### src/rtl/stream_arg_extremum_pkg.sv
// Shared definitions for the streaming arg-max / arg-min engine.
//   MODE_MAX / MODE_MIN : encoding of the per-frame compare direction.
//   state_t             : frame-tracking FSM encoding (IDLE, ACCUM).
package stream_arg_extremum_pkg;

   localparam logic MODE_MAX = 1'b0;
   localparam logic MODE_MIN = 1'b1;

   typedef enum logic {
      IDLE  = 1'b0,
      ACCUM = 1'b1
   } state_t;

endpackage

### src/rtl/stream_arg_extremum_arg_compare.sv
// Combinational "strictly better" comparator.
//   a, b      : candidate and incumbent samples (WIDTH bits).
//   mode_min  : MODE_MAX -> better = a > b, MODE_MIN -> better = a < b.
//   better    : a strictly beats b; ties report 0 so the earlier sample wins.
// SIGNED != 0 selects two's-complement compare, otherwise unsigned.
module arg_compare
   import stream_arg_extremum_pkg::*;
#(
   parameter int WIDTH  = 8,
   parameter int SIGNED = 1
) (
   input  logic [WIDTH-1:0] a,
   input  logic [WIDTH-1:0] b,
   input  logic             mode_min,
   output logic             better
);

   logic w_gt;
   logic w_lt;

   generate
      if (SIGNED != 0) begin : g_signed
         assign w_gt = $signed(a) > $signed(b);
         assign w_lt = $signed(a) < $signed(b);
      end else begin : g_unsigned
         assign w_gt = a > b;
         assign w_lt = a < b;
      end
   endgenerate

   always_comb begin
      better = 1'b0;
      if (mode_min == MODE_MIN) begin
         better = w_lt;
      end else if (mode_min == MODE_MAX) begin
         better = w_gt;
      end
   end

endmodule

### src/rtl/stream_arg_extremum.sv
// Streaming arg-max / arg-min over framed input.
// Ports:
//   clk, rst        : rising-edge clock, asynchronous active-high reset.
//   in_valid/ready  : sample beat handshake; in_data sample, in_last ends frame,
//                     in_mode_min (0 max, 1 min) sampled on the first beat only.
//   out_valid/ready : result handshake; out_index/out_value give the extreme
//                     sample, out_overflow flags a frame longer than 2**INDEX_WIDTH.
//   dbg_state       : current FSM state (IDLE=0, ACCUM=1) for observation.
// Handshakes: a beat or result transfers on a rising edge where valid && ready
// are both high. valid does not depend on ready; once a result is raised it
// stays stable until taken. in_ready is low only while a result is held
// un-taken, so a new last beat and the old result can transfer on the same edge.
module stream_arg_extremum
   import stream_arg_extremum_pkg::*;
#(
   parameter int WIDTH       = 8,
   parameter int INDEX_WIDTH = 3,
   parameter int SIGNED      = 1
) (
   input  logic                   clk,
   input  logic                   rst,
   input  logic                   in_valid,
   output logic                   in_ready,
   input  logic [WIDTH-1:0]       in_data,
   input  logic                   in_last,
   input  logic                   in_mode_min,
   output logic                   out_valid,
   input  logic                   out_ready,
   output logic [INDEX_WIDTH-1:0] out_index,
   output logic [WIDTH-1:0]       out_value,
   output logic                   out_overflow,
   output logic                   dbg_state
);

   localparam logic [INDEX_WIDTH:0] POS_ONE = {{INDEX_WIDTH{1'b0}}, 1'b1};

   state_t                 r_state;
   state_t                 w_state_nxt;
   logic [WIDTH-1:0]       r_best_val;
   logic [WIDTH-1:0]       w_best_val_nxt;
   logic [INDEX_WIDTH-1:0] r_best_idx;
   logic [INDEX_WIDTH-1:0] w_best_idx_nxt;
   logic                   r_mode;
   logic                   w_mode_nxt;
   logic [INDEX_WIDTH:0]   r_pos;
   logic [INDEX_WIDTH:0]   w_pos_nxt;
   logic                   r_ovf;
   logic                   w_ovf_nxt;

   logic                   r_out_valid;
   logic [INDEX_WIDTH-1:0] r_out_index;
   logic [WIDTH-1:0]       r_out_value;
   logic                   r_out_overflow;

   logic                   w_accept;
   logic                   w_emit;
   logic                   w_better;

   assign in_ready     = !(r_out_valid && !out_ready);
   assign w_accept     = in_valid && in_ready;
   assign w_emit       = w_accept && in_last;
   assign out_valid    = r_out_valid;
   assign out_index    = r_out_index;
   assign out_value    = r_out_value;
   assign out_overflow = r_out_overflow;
   assign dbg_state    = r_state;

   arg_compare #(
      .WIDTH  (WIDTH),
      .SIGNED (SIGNED)
   ) u_cmp (
      .a        (in_data),
      .b        (r_best_val),
      .mode_min (r_mode),
      .better   (w_better)
   );

   always_ff @(posedge clk or posedge rst) begin
      if (rst) begin
         r_state <= IDLE;
      end else begin
         r_state <= w_state_nxt;
      end
   end

   always_comb begin
      w_state_nxt    = r_state;
      w_best_val_nxt = r_best_val;
      w_best_idx_nxt = r_best_idx;
      w_mode_nxt     = r_mode;
      w_pos_nxt      = r_pos;
      w_ovf_nxt      = r_ovf;
      if (w_accept) begin
         case (r_state)
            IDLE: begin
               // First sample loads unconditionally: no sentinel value needed.
               w_best_val_nxt = in_data;
               w_best_idx_nxt = '0;
               w_mode_nxt     = in_mode_min;
               w_pos_nxt      = POS_ONE;
               w_ovf_nxt      = 1'b0;
               if (!in_last) begin
                  w_state_nxt = ACCUM;
               end
            end
            ACCUM: begin
               // pos saturates at exactly 2**INDEX_WIDTH, so its top bit alone
               // tells whether the frame still fits.
               if (!r_pos[INDEX_WIDTH]) begin
                  if (w_better) begin
                     w_best_val_nxt = in_data;
                     w_best_idx_nxt = r_pos[INDEX_WIDTH-1:0];
                  end
                  w_pos_nxt = r_pos + POS_ONE;
               end else begin
                  w_ovf_nxt = 1'b1;
               end
               if (in_last) begin
                  w_state_nxt = IDLE;
               end
            end
            default: w_state_nxt = IDLE;
         endcase
      end
   end

   always_ff @(posedge clk or posedge rst) begin
      if (rst) begin
         r_best_val <= '0;
         r_best_idx <= '0;
         r_mode     <= MODE_MAX;
         r_pos      <= '0;
         r_ovf      <= 1'b0;
      end else begin
         r_best_val <= w_best_val_nxt;
         r_best_idx <= w_best_idx_nxt;
         r_mode     <= w_mode_nxt;
         r_pos      <= w_pos_nxt;
         r_ovf      <= w_ovf_nxt;
      end
   end

   // Result register: loads from the updated best so the last sample counts.
   always_ff @(posedge clk or posedge rst) begin
      if (rst) begin
         r_out_valid    <= 1'b0;
         r_out_index    <= '0;
         r_out_value    <= '0;
         r_out_overflow <= 1'b0;
      end else if (w_emit) begin
         r_out_valid    <= 1'b1;
         r_out_index    <= w_best_idx_nxt;
         r_out_value    <= w_best_val_nxt;
         r_out_overflow <= w_ovf_nxt;
      end else if (r_out_valid && out_ready) begin
         r_out_valid <= 1'b0;
      end
   end

endmodule

### config.mk
export PLATFORM = sky130hd
export DESIGN_NAME = stream_arg_extremum
export DESIGN_NICKNAME = d
export VERILOG_FILES = /design/src/rtl/stream_arg_extremum_pkg.sv /design/src/rtl/stream_arg_extremum_arg_compare.sv /design/src/rtl/stream_arg_extremum.sv
export SDC_FILE = /design/constraint.sdc
export NUM_CORES = 1
export LEC_CHECK = 0
export CAP_MARGIN = 5
export CORE_AREA = 3 3 62 64
export DETAILED_ROUTE_END_ITERATION = 8
export DIE_AREA = 0 0 65 67
export HOLD_SLACK_MARGIN = 0.08
export PLACE_DENSITY = 0.85
export SLEW_MARGIN = 20
export SYNTH_ARGS = -nofsm -noshare
export SYNTH_HDL_FRONTEND = slang
export SYNTH_SLANG_ARGS = --single-unit
### constraint.sdc
create_clock -name clk -period 2.85 [get_ports clk]
set_input_delay 0.285 -clock clk [delete_from_list [all_inputs] [get_ports clk]]
set_output_delay 0.285 -clock clk [all_outputs]
set_load 0.05 [all_outputs]
==> results of run 1 <==
## power groups by stage
stage / clock, mW / combinational [mW] / sequential (mW)
finish: 0.291 / 1.34 / 0.769
floorplan: 0 / 0.725 / 1.02
CTS: 0.299 / 1.35 / 0.767
global route: 0.319 / 1.46 / 0.793
detailed placement: 0 / 1.34 / 0.772
global placement: 0 / 1.31 / 0.766
## metal layers
| layer | routed length (µm) | share of wire |
|---|---|---|
| met1 | 1718 | 0.46 |
| met2 | 1785 | 0.48 |
| met3 | 178 | 0.048 |
| met4 | 63 | 0.017 |
| met5 | 0 | 0 |
## critical path, delay by kind of cell
kind,cells,cell delay [ps]
AO/OA/AOI/OAI,3,660
adder cells (fa/ha/maj),1,320
buffers and inverters,2,640
multiplexers,1,300
AND/OR/NAND/NOR,2,440
## layout make-up
cell class	instances	area share
Clock buffer	8	0.03118
Inverter	12	0.02041
Multi-Input combinational cell	129	0.4133
Sequential cell	31	0.3515
Tap cell	46	0.02608
Timing Repair Buffer	37	0.1576
## stage by stage
stage | utilization | std cells | cell area, µm² | setup slack (ps)
6_report | 0.6614 | 263 | 2207 | 415.3
5_1_grt | 0.6614 | 263 | 2207 | 285.3
4_1_cts | 0.6614 | 263 | 2207 | 434.2
3_5_place_dp | 0.6408 | 255 | 2138 | 84.60
3_3_place_gp | 0.6408 | 255 | 2138 | 107.6
2_1_floorplan | - | 180 | 1773 | 482.0
## cell families after synthesis
family                     count (synthesis)  synth area share
and+or+nand+nor                           54            0.1517
buffers and inverters                     20           0.04799
DFF                                       31            0.4375
AOI/OAI and AO/OA                         55            0.2131
adders and majority gates                  9           0.06352
muxes                                     11           0.08610
## worst max path at each step
stage                               end     startpoint  depth (start not counted)  slack [ps]
after global placement    r_best_val[7]     in_data[5]                          9         110
after CTS                 r_best_val[7]  r_best_val[3]                          9         430
after global routing      r_best_idx[2]  r_best_val[5]                          8         290
after floorplan           r_best_val[0]  r_best_val[7]                          9         480
after detailed placement  r_best_val[3]     in_data[3]                          9          80
final                     r_best_val[7]     in_data[3]                          9         420
## flip-flops by register name (all words and copies together) (netlist names)
name,cells
out_value,8
r_best_val,8
r_pos,4
out_index,3
r_best_idx,3
dbg_state,1
out_overflow,1
out_valid,1
r_mode,1
r_ovf,1
## cells in the mapped netlist (all sizes together), types with 2 or more instances
| cell | n | area share |
|---|---|---|
| o21a | 2 | 0.0085 |
| dfrtp | 31 | 0.44 |
| a21oi | 13 | 0.037 |
| and2 | 6 | 0.024 |
| a41oi | 2 | 0.0099 |
| nand2b | 2 | 0.0071 |
| clkbuf | 5 | 0.011 |
| a22o | 2 | 0.0099 |
| nor3 | 4 | 0.011 |
| mux2 | 10 | 0.080 |
| o211ai | 6 | 0.025 |
| nand3 | 6 | 0.017 |
| or2 | 2 | 0.0071 |
| a31oi | 9 | 0.032 |
| o21ai | 13 | 0.045 |
| nor2b | 2 | 0.0071 |
| a221o | 3 | 0.017 |
| buf | 3 | 0.012 |
| ha | 9 | 0.064 |
| nor2 | 15 | 0.032 |
| inv | 12 | 0.025 |
| nand2 | 12 | 0.025 |
## cells in the final DEF, fill, tap and decap left out, types with 2 or more instances in the layout
cell type / count
a31oi_1: 9
buf_4: 9
and2_1: 3
inv_1: 12
nor2b_1: 2
a221o_1: 3
clkbuf_8: 2
and2_4: 2
clkbuf_4: 5
o211ai_1: 6
a41oi_1: 2
mux2_4: 8
dfrtp_1: 31
nor3_1: 4
ha_1: 9
nand2_1: 12
nor2_1: 15
or2_1: 2
clkdlybuf4s50_1: 28
o21a_1: 2
nand2b_1: 2
o21ai_0: 10
nand3_1: 6
mux2_2: 2
a21oi_1: 13
a22o_1: 2
==> out/metrics.yaml, run 1 <==
detailed_routing:
  dr.pass1.iters: 4
  first_iter_violations: 101
  drc: 0
  vias_per_cell: 5.589
  dr_total_vias: 1470
  drtAntennaViolNets: 0
  wl_per_cell_um: 14.24
  drt_wl_total_um: 3746
clock_network:
  clk_latency_ps: 330
  h-tree-depth: 2
  holdBufCountCts: 0
  cts_buffer_depth: 2
  path_clk_slew_ps: 90
  cts_resized: 0
  cts-root-buf: "clkbuf_4"
  cts.sinks: 31
  cts_tree: "done"
  cts_buffers: 5
  postCtsSetupBuffers: 0
logic_synthesis:
  avgSynthCellArea_um2: 9.850
  netlist_area_um2: 1773
  synth-edff-count: 0
  synth_nets: 203
  yosysSeqAreaShare: 0.4375
  async_flop_share: 1.000
  yosysWarnings: 0
  ys_seq_elements: 31
  synth_ff_type: "dfrtp_1"
  synth_cells: 180
  synth_cell_type_count: 40
die:
  die_h_um: 67
  rows: 21
  ioPinCount: 29
  die_area_um2: 4355
  core_um2: 3337
  start_util: 0.5313
  die_w_um: 65
run_status:
  outcome: "completed"
timing:
  rsz0062_at_grt: "false"
  fmax_mhz: 410.7
  max_slew.worst_pin.slew_ps: 593.5
  fin_setup_tns_ps: 0
  slew_violations: 0
  slew_headroom: 0.6013
  whs_ps: 322.5
  finalHoldViolCount: 0
  fin_skew_ps: 5.990
  min_period_ps: 2435
  min_period_over_period: 0.8543
  finalSetupViolations: 0
cells_and_area:
  drive_gt1_frac: 0.1429
  area_delta_synth_final_pct: 24.49
  fillers: 277
  n_antenna_cell: 0
  multi_input_area_um2: 912.1
  regArea_um2: 775.7
  layout.nets: 239
pwr:
  pwr-share-comb: 0.558
  sw_frac_of_total: 0.4441
  p_leak_nw: 1.008
  clock_power_share: 0.121
  p_per_area_nw_per_um2: 1088
  irDropWorstVdd_uv: 470.8
  p_switching_mw: 1.066
  seqPwrFrac: 0.320
  p_int_mw: 1.334
  p_total_mw: 2.401
global_routing:
  met2_usage: 0.3065
  grt.met1_usage: 0.2389
  met3_usage: 0.04553
  antenna_found_initial: 0
  track_usage: 0.1886
  grt_pass1_vias: 1372
  busiest_layer: "met2"
  grt_max_degree: 32
  grt_overflow: 0
  grt_pass1_wl_um: 6258
worst_setup_path:
  rrSetupSlack_ps: 430
  arrival_ps: 2650
  r2r_end: "r_best_val[7]"
  crit_type: "in -> reg"
  cpMaxStageDelayCell: "clkdlybuf4s50_1"
  r2r_start: "r_best_val[3]"
  critPathCaptureType: "flip-flop"
  cp_max_fo: 9
  reg2regPathDepth: 9
  required_ps: 3070
  cp_slowest_stage_delay_ps: 460
  startpoint_type: "primary input"
  crit_chain: "clkdlybuf4s50_1 > ha_1 > and4_1 > o211a_1 > a211o_1 > and2_4 > o21ai_4 > buf_4 > mux2_4"
placement:
  portBuffers: 28
  dp_hpwl_um: 2774
  gp_congestion: 0.8993
hold_path:
  hold_path.class: "in -> async"
flow_run:
  maxCapViolCount: 0
No activity file was read; power rests on OpenSTA's default activity.
==> run 2: changes to the inputs <==
--- a/config.mk
+++ b/config.mk
@@ -5,12 +5,13 @@
 export SDC_FILE = /design/constraint.sdc
 export NUM_CORES = 1
 export LEC_CHECK = 0
+export ABC_AREA = 1
 export CAP_MARGIN = 5
-export CORE_AREA = 3 3 62 64
+export CORE_AREA = 3 3 61 63
 export DETAILED_ROUTE_END_ITERATION = 8
-export DIE_AREA = 0 0 65 67
+export DIE_AREA = 0 0 64 66
 export HOLD_SLACK_MARGIN = 0.08
-export PLACE_DENSITY = 0.85
+export PLACE_DENSITY = 0.82
 export SLEW_MARGIN = 20
 export SYNTH_ARGS = -nofsm -noshare
 export SYNTH_HDL_FRONTEND = slang
==> run 2 against run 1 <==
Sequential share of layout area up 3.6 points. Routed wire length decreased by 15%. Final cell count grew 4.2%. Sequential power decreased by 10%. Core utilization decreased by 5.2 points. First-iteration DRC count down 53%. Largest power group unchanged. Clock-buffer cell count is 2 lower. Critical path type unchanged.
==> out/metrics.yaml, run 2 <==
logic_synthesis:
  synth_nets: 214  # +5.4%
  synth_cells: 191  # +6.1%
  yosysWarnings: 0  # unchanged
  synth_top_area_frac: 0.4844  # +0.04683
  synth_fa_ha_area_frac: 0.07031  # +0.006798
  synth_ff_type: "dfrtp_1"
  yosysSeqAreaShare: 0.4844  # +0.04683
  synth-edff-count: 0  # unchanged
  netlist_area_um2: 1602  # -9.7%
  synth_compound_area_frac: 0.04688  # -0.1663
  synth_area_leaders: "dfrtp_1 48%, nand2_1 11%, inv_1 8.0%, nand3_1 7.5%, ha_1 7.0%"
  ys_seq_elements: 31  # unchanged
  synth_top_area_cell: "dfrtp_1"
  synth_top_family_by_area: "simple AND/OR/NAND/NOR gates"
  synthSimpleGateAreaFrac: 0.2898  # +0.1381
  synth_xor_area_frac: 0  # unchanged
  async_flop_share: 1.000  # unchanged
  synth_common_cells: "48 x nand2_1, 34 x inv_1, 31 x dfrtp_1"
  synthMuxAreaShare: 0.01875  # -0.06735
  synth_cell_type_count: 20  # -50%
  avgSynthCellArea_um2: 8.385  # -15%
  yosysMostFrequentCell: "nand2_1"
worst_setup_path:
  crit_chain: "clkdlybuf4s50_1 > ha_1 > a21oi_1 > nor2_1 > nor2_2 > nand2_1 > nand2_1 > nand2_1 > nand2_2 > nand4_4 > nand2_4 > nand2_1 > and2_1"
  critPathCaptureType: "flip-flop"
  required_ps: 3070  # about the same
  crit_type: "in -> reg"
  cp_slowest_stage_delay_ps: 440  # -20 ps
  cp_max_fo: 9  # unchanged
  startpoint_type: "primary input"
  arrival_ps: 2280  # -370 ps
  path_delay_family: "simple AND/OR/NAND/NOR gates"
  crit_buf_inv: 1  # -1
  cpMaxStageDelayCell: "clkdlybuf4s50_1"
  path_common_cell: "nand2_1"
die:
  rows: 21  # unchanged
  ioPinCount: 29  # unchanged
  core_um2: 3284  # -1.6%
  die_w_um: 64  # -1.5%
  die_area_um2: 4224  # -3.0%
  die_h_um: 66  # -1.5%
  start_util: 0.4876  # -0.04369
timing:
  slew_headroom: 0.6648  # +0.06352
  fin_skew_ps: 8.268  # +2.278 ps
  min_period_over_period: 0.7219  # -0.1324
  finalHoldViolCount: 0  # unchanged
  min_period_ps: 2057  # -377.2 ps
  finalSetupViolations: 0  # unchanged
  whs_ps: 317.4  # -5.073 ps
  fmax_mhz: 486.0  # +18%
  fin_setup_tns_ps: 0  # unchanged
  slew_violations: 0  # unchanged
  rsz0062_at_grt: "false"
  max_slew.worst_pin.slew_ps: 501.2  # -92.29 ps
clock_network:
  cts.sinks: 31  # unchanged
  holdBufCountCts: 0  # unchanged
  cts_buffer_depth: 2  # unchanged
  cts_buffers: 5  # unchanged
  clk_latency_ps: 330  # about the same
  cts_tree: "done"
  cts-root-buf: "clkbuf_4"
  cts_resized: 0  # unchanged
  path_clk_slew_ps: 100  # about the same
  postCtsSetupBuffers: 0  # unchanged
  h-tree-depth: 2  # unchanged
pwr:
  p_leak_nw: 1.040  # +3.2%
  p_total_mw: 1.991  # -17%
  irDropWorstVdd_uv: 648.1  # +38%
  sw_frac_of_total: 0.4569  # +0.01276
  pwr-share-comb: 0.530  # -0.028
  p_per_area_nw_per_um2: 994.0  # -8.6%
  seqPwrFrac: 0.348  # +0.028
  p_int_mw: 1.081  # -19%
  p_switching_uw: 909.7  # -15%
  clock_power_share: 0.122  # about the same
run_status:
  outcome: "completed"
global_routing:
  grt_overflow: 0  # unchanged
  grt_max_degree: 32  # unchanged
  grt_pass1_vias: 1242  # -9.5%
  track_usage: 0.1713  # -0.01729
  antenna_found_initial: 0  # unchanged
  grt_pass1_wl_um: 5513  # -12%
detailed_routing:
  vias_per_cell: 4.887  # -13%
  dr_total_vias: 1339  # -8.9%
  drtAntennaViolNets: 0  # unchanged
  drt_wl_total_um: 3176  # -15%
  drc: 0  # unchanged
  first_iter_violations: 47  # -53%
  wl_per_cell_um: 11.59  # -19%
  dr.pass1.iters: 4  # unchanged
cells_and_area:
  regArea_um2: 775.7  # unchanged
  layout_commonest_cell: "nand2_1"
  drive_gt1_frac: 0.07018  # -0.07268
  multi_input_area_um2: 681.9  # -25%
  area_delta_synth_final_pct: 25.08
  mostFrequentLayoutCells: "48 x nand2_1, 34 x inv_1, 31 x dfrtp_1, 28 x clkdlybuf4s50_1, 24 x nand3_1"
  n_antenna_cell: 0  # unchanged
  stdcell_count: 274  # +4.2%
  fillers: 286  # +3.2%
  post-route-util: 0.6099  # -0.05151
  layout.nets: 250  # +4.6%
hold_path:
  hold_path.class: "in -> async"
placement:
  gp_congestion: 0.9272  # +3.1%
  portBuffers: 28  # unchanged
  dp_hpwl_um: 2350  # -15%
  placed_cells: 266  # +4.3%
flow_run:
  maxCapViolCount: 0  # unchanged
==> run 2: final cells by class <==
| class | instances | area share |
|---|---|---|
| multi-input combinational | 122 | 0.3404 |
| tap | 46 | 0.02873 |
| sequential | 31 | 0.3873 |
| inverter | 37 | 0.06933 |
| timing repair buffer | 30 | 0.1474 |
| clock buffer | 6 | 0.02061 |
| clock inverter | 2 | 0.006246 |
==> run 2: through the flow <==
step,cell area [µm²],setup slack [ps]
5_1_grt,2003,618.0
6_report,2003,792.6
4_1_cts,2003,814.0
3_5_place_dp,1949,446.3
2_1_floorplan,1602,890.8
3_3_place_gp,1949,529.4
==> run 2: power by group through the flow <==
stage	Sequential (mW)	Combinational (mW)	Clock [mW]
floorplan	0.934	0.528	0
global route	0.717	1.17	0.272
finish	0.692	1.06	0.243
CTS	0.694	1.06	0.252
global placement	0.696	1.03	0
detailed placement	0.700	1.06	0
==> run 2: cells by family after synthesis <==
family,after synthesis
compound gates,14
mux,3
simple gates,96
buf+inv,38
fa+ha+maj,9
flops,31
==> run 2: per-layer routing <==
metal | wire, µm | vias to the layer above | GRT usage
met5 | 0 | - | 0
met4 | 24 | 0 | 0.05660
met3 | 147 | 4 | 0.04932
met2 | 1498 | 34 | 0.2684
met1 | 1505 | 626 | 0.2272
li1 | - | 675 | -
==> run 2: final timing paths <==
check,slack [ps],to,cells past startpoint,from
worst max register to register,820,r_best_val[7],13,r_best_val[5]
worst max-delay path,790,r_best_val[7],13,in_data[5]
min in group clk,490,out_value[0],2,out_value[0]
worst min register to register,490,out_value[0],2,out_value[0]
worst min-delay path,320,r_best_val[3],3,rst
max in group asynchronous,2250,r_pos[1],3,rst
==> run 2: worst register-to-register path, stage by stage (launching register included) <==
cell and delay (ps):
dfrtp_1 370, inv_1 70, ha_1 240, a21oi_1 150, nor2_1 60, nor2_2 100, nand2_1 60, nand2_1 90
nand2_1 70, nand2_2 110, nand4_4 180, nand2_4 160, nand2_1 90, and2_1 150
==> run 3: changes to the inputs <==
==> constraint.sdc (replaced) <==
create_clock -name clk -period 1.9 [get_ports clk]
set_input_delay 0.19 -clock clk [delete_from_list [all_inputs] [get_ports clk]]
set_output_delay 0.19 -clock clk [all_outputs]
set_load 0.05 [all_outputs]
==> run 3 against run 2 <==
Sequential cell count unchanged. Critical path depth stayed put. Clock-buffer cell count unchanged. Combinational power rose by 75%. Non-clock buffer count rose by 9. Via count is 1.6% higher. Power is 62% higher. Sequential share of layout area down 2.6 points. Final cell count rose by 2.6%. Clock skew is 1.1 ps lower. Hold slack got worse by 97 ps. Critical endpoint unchanged. Largest cell class unchanged.
==> out/metrics.yaml, run 3 (synthesis results as in run 2) <==
pwr:
  sw_frac_of_total: 0.4492  # -0.007718
  p_leak_nw: 1.086  # +4.4%
  irDropWorstVdd_uv: 804.3  # +24%
  seqPwrFrac: 0.325  # -0.023
  pwr-share-comb: 0.571  # +0.041
  p_switching_mw: 1.452  # +60%
  clock_power_share: 0.104  # -0.018
  p_per_area_nw_per_um2: 1505  # +51%
  p_int_mw: 1.781  # +65%
detailed_routing:
  vias_per_cell: 4.840  # -0.96%
  drt_wl_total_um: 3405  # +7.2%
  dr_total_vias: 1360  # +1.6%
  drtAntennaViolNets: 0  # unchanged
  wl_per_cell_um: 12.12  # +4.5%
  drc: 0  # unchanged
  first_iter_violations: 44  # -6.4%
  dr.pass1.iters: 5  # +1
clock_network:
  holdBufCountCts: 0  # unchanged
  postCtsSetupBuffers: 0  # unchanged
  cts_tree: "done"
  cts_buffers: 5  # unchanged
  path_clk_slew_ps: 90  # about the same
  cts_buffer_depth: 2  # unchanged
  clk_latency_ps: 330  # about the same
  cts-root-buf: "clkbuf_4"
  h-tree-depth: 2  # unchanged
  cts.sinks: 31  # unchanged
placement:
  placed_cells: 275  # +3.4%
  placed_area_um2: 2019  # +3.6%
  dp_hpwl_um: 2422  # +3.1%
  gp_congestion: 0.7949  # -14%
  pre_cts_ws_ps: -244.8  # -691.1 ps
  portBuffers: 28  # unchanged
global_routing:
  antenna_found_initial: 0  # unchanged
  grt_overflow: 0  # unchanged
  track_usage: 0.1739  # +0.002568
  busiest_layer: "met2"
  grt.met1_usage: 0.2141  # -0.01304
  grt_pass1_vias: 1294  # +4.2%
  met3_usage: 0.04932  # unchanged
  grt_max_degree: 32  # unchanged
  grt_pass1_wl_um: 5540  # +0.49%
  met2_usage: 0.2774  # +0.009032
worst_setup_path:
  required_ps: 2120  # -950 ps
  cpMaxStageDelayCell: "dfrtp_1"
  critPathCaptureType: "flip-flop"
  crit_type: "reg -> reg"
  arrival_ps: 2100  # -180 ps
  startpoint_type: "flip-flop"
  cp_max_fo: 8  # -1
  cp_slowest_stage_delay_ps: 340  # -100 ps
  crit_chain: "inv_2 > ha_1 > nand2_2 > nor2_1 > nor2_2 > nand2_1 > nand2_1 > nand2_1 > nand2_2 > nand4_4 > nand2_4 > nand2_1 > and2_1"
  path_common_cell: "nand2_1"
cells_and_area:
  drive_gt1_frac: 0.2000  # +0.1298
  stdcell_area_um2: 2148  # +7.2%
  area_delta_synth_final_pct: 34.14
  mostFrequentLayoutCells: "42 x nand2_1, 31 x dfrtp_1, 27 x inv_1, 27 x clkdlybuf4s50_1, 21 x nand3_1"
  n_antenna_cell: 0  # unchanged
  fillers: 285  # -0.35%
  layout_commonest_cell: "nand2_1"
  stdcell_count: 281  # +2.6%
  layout.nets: 259  # +3.6%
timing:
  min_period_over_period: 0.9903
  min_period_ps: 1882
  slew_headroom: 0.6664  # +0.001564
  fmax_mhz: 531.5
  max_slew.worst_pin.slew_ps: 498.9  # -2.339 ps
  setup_slack_ps: 18.42  # -774.2 ps
  fin_skew_ps: 7.124  # -1.143 ps
  slew_violations: 0  # unchanged
  finalSetupViolations: 0  # unchanged
  rsz0062_at_grt: "true"
  finalHoldViolCount: 0  # unchanged
die:
  die_w_um: 64  # unchanged
  die_area_um2: 4224  # unchanged
  ioPinCount: 29  # unchanged
  start_util: 0.4876  # unchanged
  rows: 21  # unchanged
  core_um2: 3284  # unchanged
  die_h_um: 66  # unchanged
flow_run:
  maxCapViolCount: 0  # unchanged
run_status:
  outcome: "completed"
hold_path:
  hold_path.class: "in -> async"
[run 3: changes by cell type in the layout (fill, tap and decap cells not counted), sizes merged]
cell,change
clkinvlp,-1
buf,+10
clkinv,-1
clkdlybuf4s50,-1
[run 3: critical path, delay by kind of cell (launching register included)]
family                   cells  cell delay (ps)
buffers and inverters        1               40
flip-flops                   1              340
AND/OR/NAND/NOR             11             1110
adder cells (fa/ha/maj)      1              300
[run 3: area by class of cell]
| cell class | instances | area, µm² | share of cell area |
|---|---|---|---|
| repair buffers | 39 | 364.1 | 0.1695 |
| multi-input cells | 122 | 770.7 | 0.3588 |
| inverters | 37 | 138.9 | 0.06465 |
| clock buffers | 6 | 41.29 | 0.01922 |
| flip-flops and latches | 31 | 775.7 | 0.3611 |
| well taps | 46 | 57.56 | 0.02679 |
[run 3: stage by stage]
| stage | util | total power [mW] | setup TNS, ps | hold WS, ps |
|---|---|---|---|---|
| after floorplan | - | 2.194 | 0 | 293.5 |
| after global placement | 0.6149 | 2.681 | -4341 | 462.9 |
| after detailed placement | 0.6149 | 2.730 | -4576 | 464.3 |
| after CTS | 0.6274 | 3.085 | 0 | 226.0 |
| after global routing | 0.6541 | 3.498 | -1038 | 264.7 |
| final | 0.6541 | 3.233 | 0 | 220.2 |
[run 3: worst paths after layout]
path,startpoint,slack [ps],endpoint,cells past startpoint
worst max-delay path,r_best_val[7],20,r_best_val[7],13
worst min-delay path,rst,220,out_value[2],3
worst max register to register,r_best_val[7],20,r_best_val[7],13
worst min register to register,out_value[7],480,out_value[7],2
max in group asynchronous,rst,1390,r_best_val[5],3
min in group clk,in_mode_min,440,r_mode,3
[run 3: layer usage]
| layer | share of wire | up-vias |
|---|---|---|
| met3 | 0.048 | 7 |
| met5 | 0 | - |
| met2 | 0.47 | 35 |
| met1 | 0.46 | 626 |
| met4 | 0.024 | 0 |
| li1 | - | 692 |
[run 3: power by group through the flow]
stage	combinational, mW	sequential, mW	clock, mW
2_1_floorplan	0.793	1.40	0
3_3_place_gp	1.64	1.04	0
3_5_place_dp	1.68	1.05	0
4_1_cts	1.69	1.04	0.356
5_1_grt	2.03	1.09	0.380
6_report	1.85	1.05	0.337
[run 3: timing repair]
action / 4_1_cts / 5_1_grt
endpoints found under the hold margin: 0 / 0
resized for setup: 0 / 25
setup endpoints to repair: 0 / 22
